File: src/rtl/int_ctrl_pkg.sv
// Shared types and widths for the interrupt controller.
// The edge-sensitive variant is selected with INT_CTRL_EDGE_EN (see int_ctrl.sv).
package int_ctrl_pkg;

  localparam int unsigned INT_W    = 32;
  localparam int unsigned INT_ID_W = 5;

  typedef enum logic [2:0] {
    IDLE,
    REQ,
    SERVICE,
    FIN,
    DROP
  } int_state_t;

endpackage

File: src/rtl/int_prio_enc.sv
// Lowest-index-first priority encoder over the first NUM_INT request lines.
module int_prio_enc
  import int_ctrl_pkg::*;
#(
  parameter int unsigned NUM_INT = 32
) (
  input  logic [INT_W-1:0]    req,
  output logic [INT_ID_W-1:0] idx,
  output logic                valid
);

  // Scan from the top so the lowest set index is the last one written.
  always_comb begin
    idx   = '0;
    valid = 1'b0;
    for (int i = int'(NUM_INT) - 1; i >= 0; i--) begin
      if (req[i]) begin
        idx   = INT_ID_W'(i);
        valid = 1'b1;
      end
    end
  end

endmodule

File: src/rtl/int_ctrl.sv
// Interrupt controller: arbitrates device lines, presents one cause to the CPU,
// tracks trap entry/mret and returns a finish pulse. Define INT_CTRL_EDGE_EN for edge mode.
module int_ctrl
  import int_ctrl_pkg::*;
#(
  parameter int unsigned NUM_INT = 32
) (
  input  logic                clk,
  input  logic                rstn,
  input  logic [INT_W-1:0]    int_req_i,
  input  logic [INT_W-1:0]    int_mask_i,
  output logic [INT_W-1:0]    int_fin_o,
  output logic                irq_o,
  output logic [INT_ID_W-1:0] irq_id_o,
  input  logic                irq_ack_i,
  input  logic                irq_ret_i,
  output logic                busy_o
);

  localparam logic [INT_W-1:0] LINE_MASK = INT_W'((64'd1 << NUM_INT) - 64'd1);

  int_state_t          state_q;
  logic [INT_ID_W-1:0] id_q;
  logic [INT_W-1:0]    src;
  logic [INT_W-1:0]    eff;
  logic [INT_W-1:0]    id_onehot;
  logic [INT_ID_W-1:0] win_id;
  logic                win_vld;

  assign id_onehot = LINE_MASK & (INT_W'(1) << id_q);

`ifdef INT_CTRL_EDGE_EN
  logic [INT_W-1:0] prev_q;
  logic [INT_W-1:0] pend_q;
  logic [INT_W-1:0] fin_clr;

  // Pending bits latch rising edges and are released only when their service finishes.
  assign fin_clr = (state_q == FIN) ? id_onehot : '0;

  always_ff @(posedge clk or negedge rstn) begin
    if (!rstn) begin
      prev_q <= '0;
      pend_q <= '0;
    end else begin
      prev_q <= int_req_i & LINE_MASK;
      pend_q <= (pend_q & ~fin_clr) | (int_req_i & ~prev_q & LINE_MASK);
    end
  end

  assign src = pend_q;
`else
  assign src = int_req_i;
`endif

  assign eff = src & int_mask_i & LINE_MASK;

  int_prio_enc #(
    .NUM_INT (NUM_INT)
  ) u_prio_enc (
    .req   (eff),
    .idx   (win_id),
    .valid (win_vld)
  );

  assign irq_id_o = id_q;

  // Control FSM; outputs are registered alongside the state they describe.
  always_ff @(posedge clk or negedge rstn) begin
    if (!rstn) begin
      state_q   <= IDLE;
      id_q      <= '0;
      irq_o     <= 1'b0;
      busy_o    <= 1'b0;
      int_fin_o <= '0;
    end else begin
      int_fin_o <= '0;
      case (state_q)
        IDLE: begin
          if (win_vld) begin
            state_q <= REQ;
            id_q    <= win_id;
            irq_o   <= 1'b1;
            busy_o  <= 1'b1;
          end
        end
        REQ: begin
          // A trap already taken outranks a line withdrawn in the same cycle.
          if (irq_ack_i) begin
            state_q <= SERVICE;
            irq_o   <= 1'b0;
          end else if (!eff[id_q]) begin
            state_q <= IDLE;
            irq_o   <= 1'b0;
            busy_o  <= 1'b0;
          end
        end
        SERVICE: begin
          if (irq_ret_i) begin
            state_q   <= FIN;
            int_fin_o <= id_onehot;
          end
        end
        FIN: begin
`ifdef INT_CTRL_EDGE_EN
          state_q <= IDLE;
          busy_o  <= 1'b0;
`else
          state_q <= DROP;
`endif
        end
`ifndef INT_CTRL_EDGE_EN
        DROP: begin
          // Hold off until the device lets go, so a still-high line is not re-serviced.
          if (!int_req_i[id_q]) begin
            state_q <= IDLE;
            busy_o  <= 1'b0;
          end
        end
`endif
        default: begin
          state_q <= IDLE;
          irq_o   <= 1'b0;
          busy_o  <= 1'b0;
        end
      endcase
    end
  end

  a_fin_onehot: assert property (@(posedge clk) disable iff (!rstn) $onehot0(int_fin_o));
  a_irq_busy:   assert property (@(posedge clk) disable iff (!rstn) irq_o |-> busy_o);

endmodule
File: config.mk
export PLATFORM = sky130hd
export DESIGN_NAME = int_ctrl
export DESIGN_NICKNAME = d
export VERILOG_FILES = /design/src/rtl/int_ctrl_pkg.sv /design/src/rtl/int_prio_enc.sv /design/src/rtl/int_ctrl.sv
export SDC_FILE = /design/constraint.sdc
export NUM_CORES = 1
export LEC_CHECK = 0
export CAP_MARGIN = 25
export CORE_ASPECT_RATIO = 1.75
export CORE_MARGIN = 4
export CORE_UTILIZATION = 47
export DETAILED_ROUTE_END_ITERATION = 12
export PLACE_DENSITY = 0.84
export SLEW_MARGIN = 0
export SYNTH_ARGS = -nofsm -noshare
export SYNTH_HDL_FRONTEND = slang
export SYNTH_HIERARCHICAL = 1
export SYNTH_SLANG_ARGS = --single-unit
export TNS_END_PERCENT = 50
File: constraint.sdc
create_clock -name clk -period 3.5 [get_ports clk]
set_clock_uncertainty 0.15 [all_clocks]
set_input_delay 0.7 -clock clk [delete_from_list [all_inputs] [get_ports clk]]
set_output_delay 0.7 -clock clk [all_outputs]
set_load 0.02 [all_outputs]
==> Word level (Yosys, flattened, before mapping) <==
Cells that the tools add are included.
{ "totals": {"regBits": 42, "latchBits": 0, "ram_bits": 0, "rom_bits": 0, "inputBits": 68, "out_inout_bits": 39, "wordCells": 110, "n_memories": 0} }
{ "op_classes": {"n_addsub": 0, "multipliers": 0, "div": 0, "order_cmp": 1, "n_eq_ne": 10, "n_shift": 1, "muxes": 83, "bitwise_logic": 3, "n_reduce_logical": 7} }
{ "ops": {"columns": ["operator", "n"], "rows": [
  ["$mux W5", 32],
  ["$mux W32", 2],
  ["$mux W1", 39],
  ["$and A32 B32 Y32", 1],
  ["$shl A1 B5 Y32 const A", 1],
  ["$mux W3", 5],
  ["$pmux W3 S5", 1],
  ["$bmux W1 S5", 2],
  ["$ne A2 B2 Y1 const B", 4],
  ["$eq A3 B2 Y1 const B", 2],
  ["$lt A5 B6 Y1 const B", 1],
  ["$reduce_and A5 Y1", 1],
  ["$pmux W1 S4", 1],
  ["$reduce_and A4 Y1", 1],
  ["$eq A3 B1 Y1 const B", 1],
  ["$eq A3 B3 Y1 const B", 1],
  ["$logic_not A3 Y1", 1],
  ["$ne A3 B3 Y1 const B", 1],
  ["$pmux W1 S3", 1],
  ["$reduce_and A3 Y1", 1],
  ["$reduce_or A3 Y1", 1],
  ["$ne A2 B1 Y1 const B", 1],
  ["$not A1 Y1", 2],
  ["$reduce_and A2 Y1", 1],
  ["$reduce_or A2 Y1", 1]
]} }

==> Longest topological paths before layout <==
Gate-level depths: netlist (run 1).
{ "depth": {"word_depth": 35, "mapped_depth": 8, "depth_no_buf": 8} }

==> Modules after synthesis <==
Netlist (run 1), hierarchy kept.
{ "modules_own_cells": {"columns": ["module", "instances", "cells_per_inst", "area_per_inst_um2"], "rows": [
  ["int_ctrl", 1, 217, 2311.0],
  ["int_prio_enc", 1, 65, 370.4]
]} }

==> Worst setup path before layout (run 1) <==
OpenSTA, ideal clock, no wires.
{ "synth_path": {"path_kind": "input to register", "startpoint": "input port int_req_i[20]", "endpoint": "register id_q[0], in the netlist irq_id_o[0]", "setup_time_ns": 0.127, "t_arrival_ns": 2.215, "setup_slack_ns": 1.008, "cell_stages": 6, "cell_sequence": "and2_1 -> or4_4 -> nor3_1 -> nand3b_1 -> nor4b_2 -> mux2_1"} }
{ "synth_via": {"elab_chain_len": 23} }
{ "synth_rtl": {"columns": ["element", "line_no", "rtl"], "rows": [
  ["from (decl)", "int_ctrl.sv:10", "input logic [INT_W-1:0] int_req_i,"],
  ["$and A32 B32 Y32", "int_ctrl.sv:55", "assign eff = src & int_mask_i & LINE_MASK;"],
  ["$mux W1 (21 in a row)", "int_prio_enc.sv:17", "if (req[i]) begin"],
  ["net win_vld", "int_ctrl.sv:28", "logic win_vld;"],
  ["$reduce_and A2 Y1 (no source line)", null, null],
  ["to (signal assigned)", "int_ctrl.sv:81", "id_q <= win_id;"],
  ["to (decl)", "int_ctrl.sv:23", "logic [INT_ID_W-1:0] id_q;"]
]} }
The timed path passes the listed nets, and every way through them passes these cells.
A chain may end at the register's enable or synchronous reset.

==> Worst setup path in the final report (run 1) <==
{ "layout_path": {"startpoint": "input port int_req_i[24]", "endpoint": "register id_q[0], in the netlist irq_id_o[0]"} }
{ "layout_via": {"elab_chain_len": 27} }
{ "layout_rtl": {"columns": ["element", "line_no", "rtl"], "rows": [
  ["$and A32 B32 Y32", "int_ctrl.sv:55", null],
  ["net eff[24]", "int_ctrl.sv:25", "logic [INT_W-1:0] eff;"],
  ["$mux W1 (25 in a row)", "int_prio_enc.sv:17", null],
  ["net win_vld", "int_ctrl.sv:28", null],
  ["$reduce_and A2 Y1 (no source line)", null, null]
]} }
The timed path passes the listed nets, and every way through them passes these cells.

==> results of run 1 <==
-- metal layers --
metal | vias to the layer above | wire [microns] | track usage (%)
met4 | 0 | 331 | 13.06
met1 | 1180 | 2346 | 18.91
met5 | - | 0 | 0
li1 | 1212 | - | -
met2 | 121 | 4443 | 45.35
met3 | 23 | 372 | 2.090
-- placed cells by master (no fill, tap or decap), types with 2 or more instances in the layout --
master and instances:
a21oi_1 12, o311ai_0 2, nand3_1 8, clkdlybuf4s50_1 105
o21ai_0 6, nand2_1 16, inv_1 8, a31oi_1 3
mux4_2 9, o31ai_1 2, nor3b_1 2, nor2b_1 3
nor4_1 5, and2_1 34, mux2_2 2, bufinv_16 2
mux2i_1 4, nor2_1 49, clkbuf_8 5, mux4_1 2
or3_1 2, o21ai_1 3, nand3b_1 4, dfrtp_1 42
nor3_1 10, a21o_1 2, buf_4 3, nor4b_2 2
mux2_1 5, o22ai_1 2, a2111oi_0 3
-- power by group through the flow --
| stage | logic (uW) | clock network (uW) | registers (uW) |
|---|---|---|---|
| after floorplan | 688 | 0 | 622 |
| after global placement | 831 | 0 | 708 |
| after detailed placement | 849 | 0 | 710 |
| after CTS | 851 | 455 | 701 |
| after global routing | 925 | 470 | 727 |
| final | 849 | 451 | 706 |
-- cell families after synthesis --
logic type,after synthesis,share of synthesized area (%)
flops,42,39.20
compound gates,46,11.62
simple gates,149,30.01
buf+inv,23,5.226
mux,22,13.95
-- final cells by class --
class	count	area [sq um]	area share, %
timing repair buffer	109	1079	27.78
sequential	42	1051	27.07
clock inverter	3	68.82	1.772
inverter	8	30.03	0.7734
multi-input combinational	217	1490	38.38
clock buffer	5	68.82	1.772
tap	76	95.09	2.449
-- sequential cells by signal, summed over array words and instances (netlist names) --
| register | cells |
|---|---|
| state_q | 3 |
| int_fin_o | 32 |
| irq_o | 1 |
| busy_o | 1 |
| irq_id_o | 5 |
-- how the worst max path moves through the flow --
stage | start | cells past startpoint | endpoint | slack, ns
after floorplan | int_req_i[20] | 6 | irq_id_o[0] | 1.01
after global placement | int_req_i[24] | 8 | irq_id_o[0] | 0.38
after detailed placement | int_req_i[24] | 8 | irq_id_o[0] | 0.27
after CTS | int_req_i[24] | 8 | irq_id_o[4] | 0.56
after global routing | int_req_i[24] | 8 | irq_id_o[4] | 0.44
final | int_req_i[24] | 8 | irq_id_o[0] | 0.55
-- metrics by stage --
step	power (uW)	cells	utilization [%]	hold slack [ns]	instance area (sq um)
2_1_floorplan	1311	282	-	0.2544	2681
3_5_place_dp	1558	452	67.59	0.4190	3745
4_1_cts	2007	460	70.08	0.3844	3882
5_1_grt	2122	460	70.08	0.4294	3882
6_report	2005	460	70.08	0.3583	3882
3_3_place_gp	1539	452	67.59	0.4171	3745
==> summary.txt, run 1 <==
Routing
  – Post-route ant nets: 0
  – Via Count: 2536
  – Number of DRC markers in iteration 0: 66
  – DR WL/cell: between 15 and 20 microns
  – TritonRoute pass-1 iters: 4
  – Aggregate routed wire length: between 7000 and 8000 microns
  – Post-route DRC: 0
  – DR vias/cell: 5.513

Clock tree
  – Clk_lat worst skew: 0.29 ns
  – CTS tree: done
  – PostCTS Resize Cnt: 0
  – Sink Count: 42
  – H-tree depth: 2
  – Post-CTS setup buffer count: 0
  – CTS Hold Bufs: 0
  – CTS clk-pin slew, worst paths: 0.08 ns
  – CTS Buf Count: 5
  – Clock buffer depth: 2
  – CTS root buf: clkbuf_8

Setup path
  – CP Max Fanout: 8
  – Worst path slowest cell: clkdlybuf4s50_1
  – Crit path DAT: 2.98 ns
  – Worst-case reg-to-reg path depth: 7
  – Max incr delay on CP: 0.44 ns
  – CP Class: input port to flop
  – Worst R2R Setup Slack: between 0.8 and 0.9 ns
  – Reg2reg start: irq_id_o[1]
  – Reg2reg end: busy_o
  – CP Capture Type: flop
  – Startpoint Class: input port
  – Worst path cell trace: clkdlybuf4s50_1 -> and2_1 -> nor4_1 -> nand3_1 -> nor3_1 -> nand3b_1 -> nor4b_2 -> mux2_1
  – Crit-path leading delay family: simple AND/OR/NAND/NOR gates
  – Worst EP required: around 3.5 ns
  – Crit path buf inv count: 1

Synth
  – Most frequent cell after synthesis: nor2_1
  – Sequential-to-total area share from yosys stat: 39.20%
  – Yosys top cell by area: dfrtp_1
  – Ys async rst share: 100.0%
  – Yosys cell types: 57
  – Seq cells post-synth: 42
  – Cell count after synthesis: 282
  – Post-synth top area share: 39.20%
  – Synth Area per Inst: approximately 9.5 sq um
  – Synth warn: 6
  – Syn_nets: 350
  – Number of flops mapped to enable cells by yosys: 0
  – Area of the mapped netlist: 2681 sq um
  – Ys flop type: dfrtp_1
  – Synth cell count leaders: nor2_1, dfrtp_1, and2_1, nand2_1, a21oi_1
  – Top cells by area, synth: dfrtp_1, and2_1, mux4_2

Outcome
  – Status: completed

Die
  – Die area: roughly 7000 sq um
  – # IOs: 107
  – DIE HEIGHT: 107.9 microns
  – Number of cell rows: 36
  – Initial Util: 48.40%
  – Die width: 65.10 microns
  – Core area: 5540 sq um

GRT
  – All-Layer GR Usage: 21.88%
  – First-pass GRT wire length: 11740 microns
  – GR Overflow Total: 0
  – Antenna violations before repair: 0
  – Pin count of the biggest net entering global routing: 43
  – Vias in the first global route: 2591

Timing
  – Slew Limit Headroom: 41.60%
  – Max Fclk: 0.3388 GHz
  – Max-slew violation count: 0
  – Final Setup Violations: 0
  – Worst-margin pin slew: 0.8759 ns
  – TNS Setup: 0 ns
  – Final worst slack: 0.5482 ns
  – Final period utilization: 84.34%
  – RSZ-0062 raised after global routing: false
  – Fin crit period: 2.952 ns
  – Endpoints failing hold: 0

Placement
  – Port bufs: 106
  – Pre-CTS WS: approximately 0.27 ns
  – Post-DP HPWL: 6172 microns
  – Routability Congestion: 0.9263

Layout
  – Synth-to-Final Area Change: 44.80%
  – ANT cells: 0
  – Share of cells above drive strength 1: 8.594%
  – Fillcell total: 446
  – Nets: 451

Pwr
  – Net Sw Frac: 36.36%
  – Comb pwr share: 42.3%
  – Clock Power Share: 22.5%
  – Cell internal pwr: 1276 uW
  – Max rail drop VDD: around 0.35 mV
  – NetSw: 728.9 uW
  – P_leak: approximately 0.0016 uW
  – PD cells: between 500 and 600 nW/um^2
  – Sequential share of power: 35.2%

Min path
  – Worst Hold Class: input port to asynchronous set/reset pin

Run
  – Max-Cap Viols: 0
Note: power is estimated with default switching activity, not from simulation.
==> inputs of run 2 (changes only) <==
--- a/config.mk
+++ b/config.mk
@@ -8,9 +8,9 @@
 export CAP_MARGIN = 25
 export CORE_ASPECT_RATIO = 1.75
 export CORE_MARGIN = 4
-export CORE_UTILIZATION = 47
+export CORE_UTILIZATION = 44
 export DETAILED_ROUTE_END_ITERATION = 12
-export PLACE_DENSITY = 0.84
+export PLACE_DENSITY = 0.79
 export SLEW_MARGIN = 0
 export SYNTH_ARGS = -nofsm -noshare
 export SYNTH_HDL_FRONTEND = slang
==> constraint.sdc (replaced) <==
create_clock -name clk -period 3 [get_ports clk]
set_clock_uncertainty 0.15 [all_clocks]
set_input_delay 0.6 -clock clk [delete_from_list [all_inputs] [get_ports clk]]
set_output_delay 0.6 -clock clk [all_outputs]
set_load 0.02 [all_outputs]
==> run 2 against run 1 <==
  * Non-clock buffer count rose by 10
  * Sequential cell count did not move
  * Hold slack got worse by 0.095 ns
  * Cell count rose by 2.6%
  * Cell area rose by 0.84%
  * Via count rose by 2.7%
  * First-iteration DRC count rose by 95%
  * Combinational power rose by 25%
  * Sequential power rose by 12%
  * Die area rose by 6.1%
==> summary.txt, run 2 (synthesized netlist as in run 1, its figures left out) <==
Clock tree
  – CTS Buf Count: 5 (unchanged)
  – Sink Count: 42 (unchanged)
  – Post-CTS setup buffer count: 0 (unchanged)
  – CTS clk-pin slew, worst paths: 0.08 ns (about the same)
  – Clk_lat worst skew: 0.29 ns (about the same)
  – CTS root buf: clkbuf_8
  – PostCTS Resize Cnt: 0 (unchanged)
  – CTS Hold Bufs: 0 (unchanged)
  – Clock buffer depth: 2 (unchanged)
  – H-tree depth: 2 (unchanged)
  – CTS tree: done

Routing
  – Metal-1 WL: 2384 microns (+1.6%)
  – TritonRoute pass-1 iters: 4 (unchanged)
  – Post-route DRC: 0 (unchanged)
  – Aggregate routed wire length: 7731 microns (+3.2%)
  – Top sig layer: met4
  – Metal2 WL: 4549 microns (+2.4%)
  – Number of DRC markers in iteration 0: 129 (+95%)
  – Via Count: 2604 (+2.7%)
  – DR WL/cell: 16.38 microns (+0.55%)
  – Met3 WL post-DR: 402 microns (+8.1%)
  – Post-route ant nets: 0 (unchanged)
  – DR vias/cell: 5.517 (about the same)

Timing
  – Slew Limit Headroom: 43.06% (+1.5 points)
  – RSZ-0062 raised after global routing: false
  – Endpoints failing hold: 0 (unchanged)
  – Hold slack: 0.2630 ns (-0.09526 ns)
  – Max Fclk: about 0.36 GHz
  – Final period utilization: a little over nine tenths
  – Worst-margin pin slew: 0.8541 ns (-0.02180 ns)
  – Final worst slack: 0.1914 ns (-0.3569 ns)
  – Fin crit period: ~2.8 ns
  – Max-slew violation count: 0 (unchanged)
  – Final Setup Violations: 0 (unchanged)

Pwr
  – Power after layout: 2206 uW (+10%)
  – P_leak: 0.001574 uW (+1.5%)
  – PD cells: 563.5 nW/um^2 (+9.1%)
  – Max rail drop VDD: 0.2787 mV (-19%)

Setup path
  – Crit path DAT: 2.84 ns (-0.14 ns)
  – CP Class: input port to flop
  – CP Capture Type: flop
  – Startpoint Class: input port
  – Worst EP required: 3.03 ns (-0.50 ns)
  – CP Max Fanout: 8 (unchanged)

Die
  – Core area: 5879 sq um (+6.1%)
  – Number of cell rows: 37 (+2.8%)
  – DIE HEIGHT: 111.3 microns (+3.1%)
  – Initial Util: 45.61% (-2.8 points)
  – Die width: 67.01 microns (+2.9%)
  – Die area: 7456 sq um (+6.1%)
  – # IOs: 107 (unchanged)

Layout
  – Nets: 461 (+2.2%)
  – Fillcell total: 514 (+15%)
  – Largest register FFs: 32 (unchanged)
  – Most common cell after layout, fill and taps aside: clkdlybuf4s50_1
  – Share of cells above drive strength 1: 10.91% (+2.3 points)
  – Area occupied by multi-input gates: 1490 sq um (unchanged)
  – Commonest non-fill, non-tap cells in the layout: clkdlybuf4s50_1, nor2_1, dfrtp_1
  – Largest Register: int_fin_o
  – ANT cells: 0 (unchanged)
  – Final cell area excluding filler cells: 3915 sq um (+0.84%)
  – Reg area: 1051 sq um (unchanged)
  – Synth-to-Final Area Change: 46.01%

Placement
  – Routability Congestion: 0.9034 (-2.5%)
  – Post-DP HPWL: 6506 microns (+5.4%)
  – Pre-CTS WS: -0.1103 ns (-0.3762 ns)
  – Placement Cell Area: 3822 sq um (+2.1%)
  – Port bufs: 106 (unchanged)

GRT
  – All-Layer GR Usage: 21.29% (-0.59 points)
  – Vias in the first global route: 2647 (+2.2%)
  – Antenna violations before repair: 0 (unchanged)
  – GR Overflow Total: 0 (unchanged)
  – First-pass GRT wire length: 12150 microns (+3.5%)
  – Pin count of the biggest net entering global routing: 43 (unchanged)

Outcome
  – Status: completed

Run
  – Max-Cap Viols: 0 (unchanged)

Min path
  – Worst Hold Class: input port to asynchronous set/reset pin
## run 2: per-layer routing
metal / GRT usage, % / vias up
li1: - / 1239
met1: 19.34 / 1208
met5: 0 / -
met2: 41.98 / 127
met3: 1.927 / 30
met4: 12.20 / 0
## run 2: stage by stage
stage / instances / TNS (ns) / utilization (%)
5_1_grt: 472 / 0 / 66.59
3_5_place_dp: 464 / -0.3701 / 65.01
3_3_place_gp: 464 / -0.04937 / 65.01
2_1_floorplan: 282 / 0 / -
4_1_cts: 472 / 0 / 66.59
6_report: 472 / 0 / 66.59
## run 2: critical path: stages
cell,delay [ns]
clkdlybuf4s50_1,0.45
and2_1,0.22
nor4_1,0.36
nand3_1,0.14
nor3_1,0.34
nand3b_1,0.15
nor4b_2,0.24
mux2_1,0.34
## run 2: cell type report
cell class	count	area share (%)
sequential	42	26.85
clock buffer	5	1.758
inverter	8	0.7670
clock inverter	3	0.6072
timing repair buffer	119	29.47
multi-input combinational	217	38.06
tap	78	2.493
## run 2: power breakdown
| part | switching, uW | internal [uW] |
|---|---|---|
| logic | 507 | 551 |
| registers | 162 | 626 |
| clock network | 194 | 166 |
| total | 863 | 1340 |
## run 2: path summary, 6_finish.rpt
kind / start / end / slack, ns / depth (start not counted)
worst max register to register: irq_id_o[0] / busy_o / 0.56 / 6
worst min-delay path: rstn / int_fin_o[12] / 0.26 / 1
min in group clk: busy_o / busy_o / 0.44 / 2
max in group asynchronous: rstn / int_fin_o[1] / 1.90 / 1
worst max-delay path: int_req_i[27] / irq_id_o[3] / 0.19 / 8
worst min register to register: busy_o / busy_o / 0.44 / 2
==> inputs of run 3 (changes only) <==
--- a/config.mk
+++ b/config.mk
@@ -11,6 +11,7 @@
 export CORE_UTILIZATION = 44
 export DETAILED_ROUTE_END_ITERATION = 12
 export PLACE_DENSITY = 0.79
+export SKIP_CTS_REPAIR_TIMING = 1
 export SLEW_MARGIN = 0
 export SYNTH_ARGS = -nofsm -noshare
 export SYNTH_HDL_FRONTEND = slang
==> results of run 3 <==
The final DEF is identical to that of run 2; final timing and power are the same.
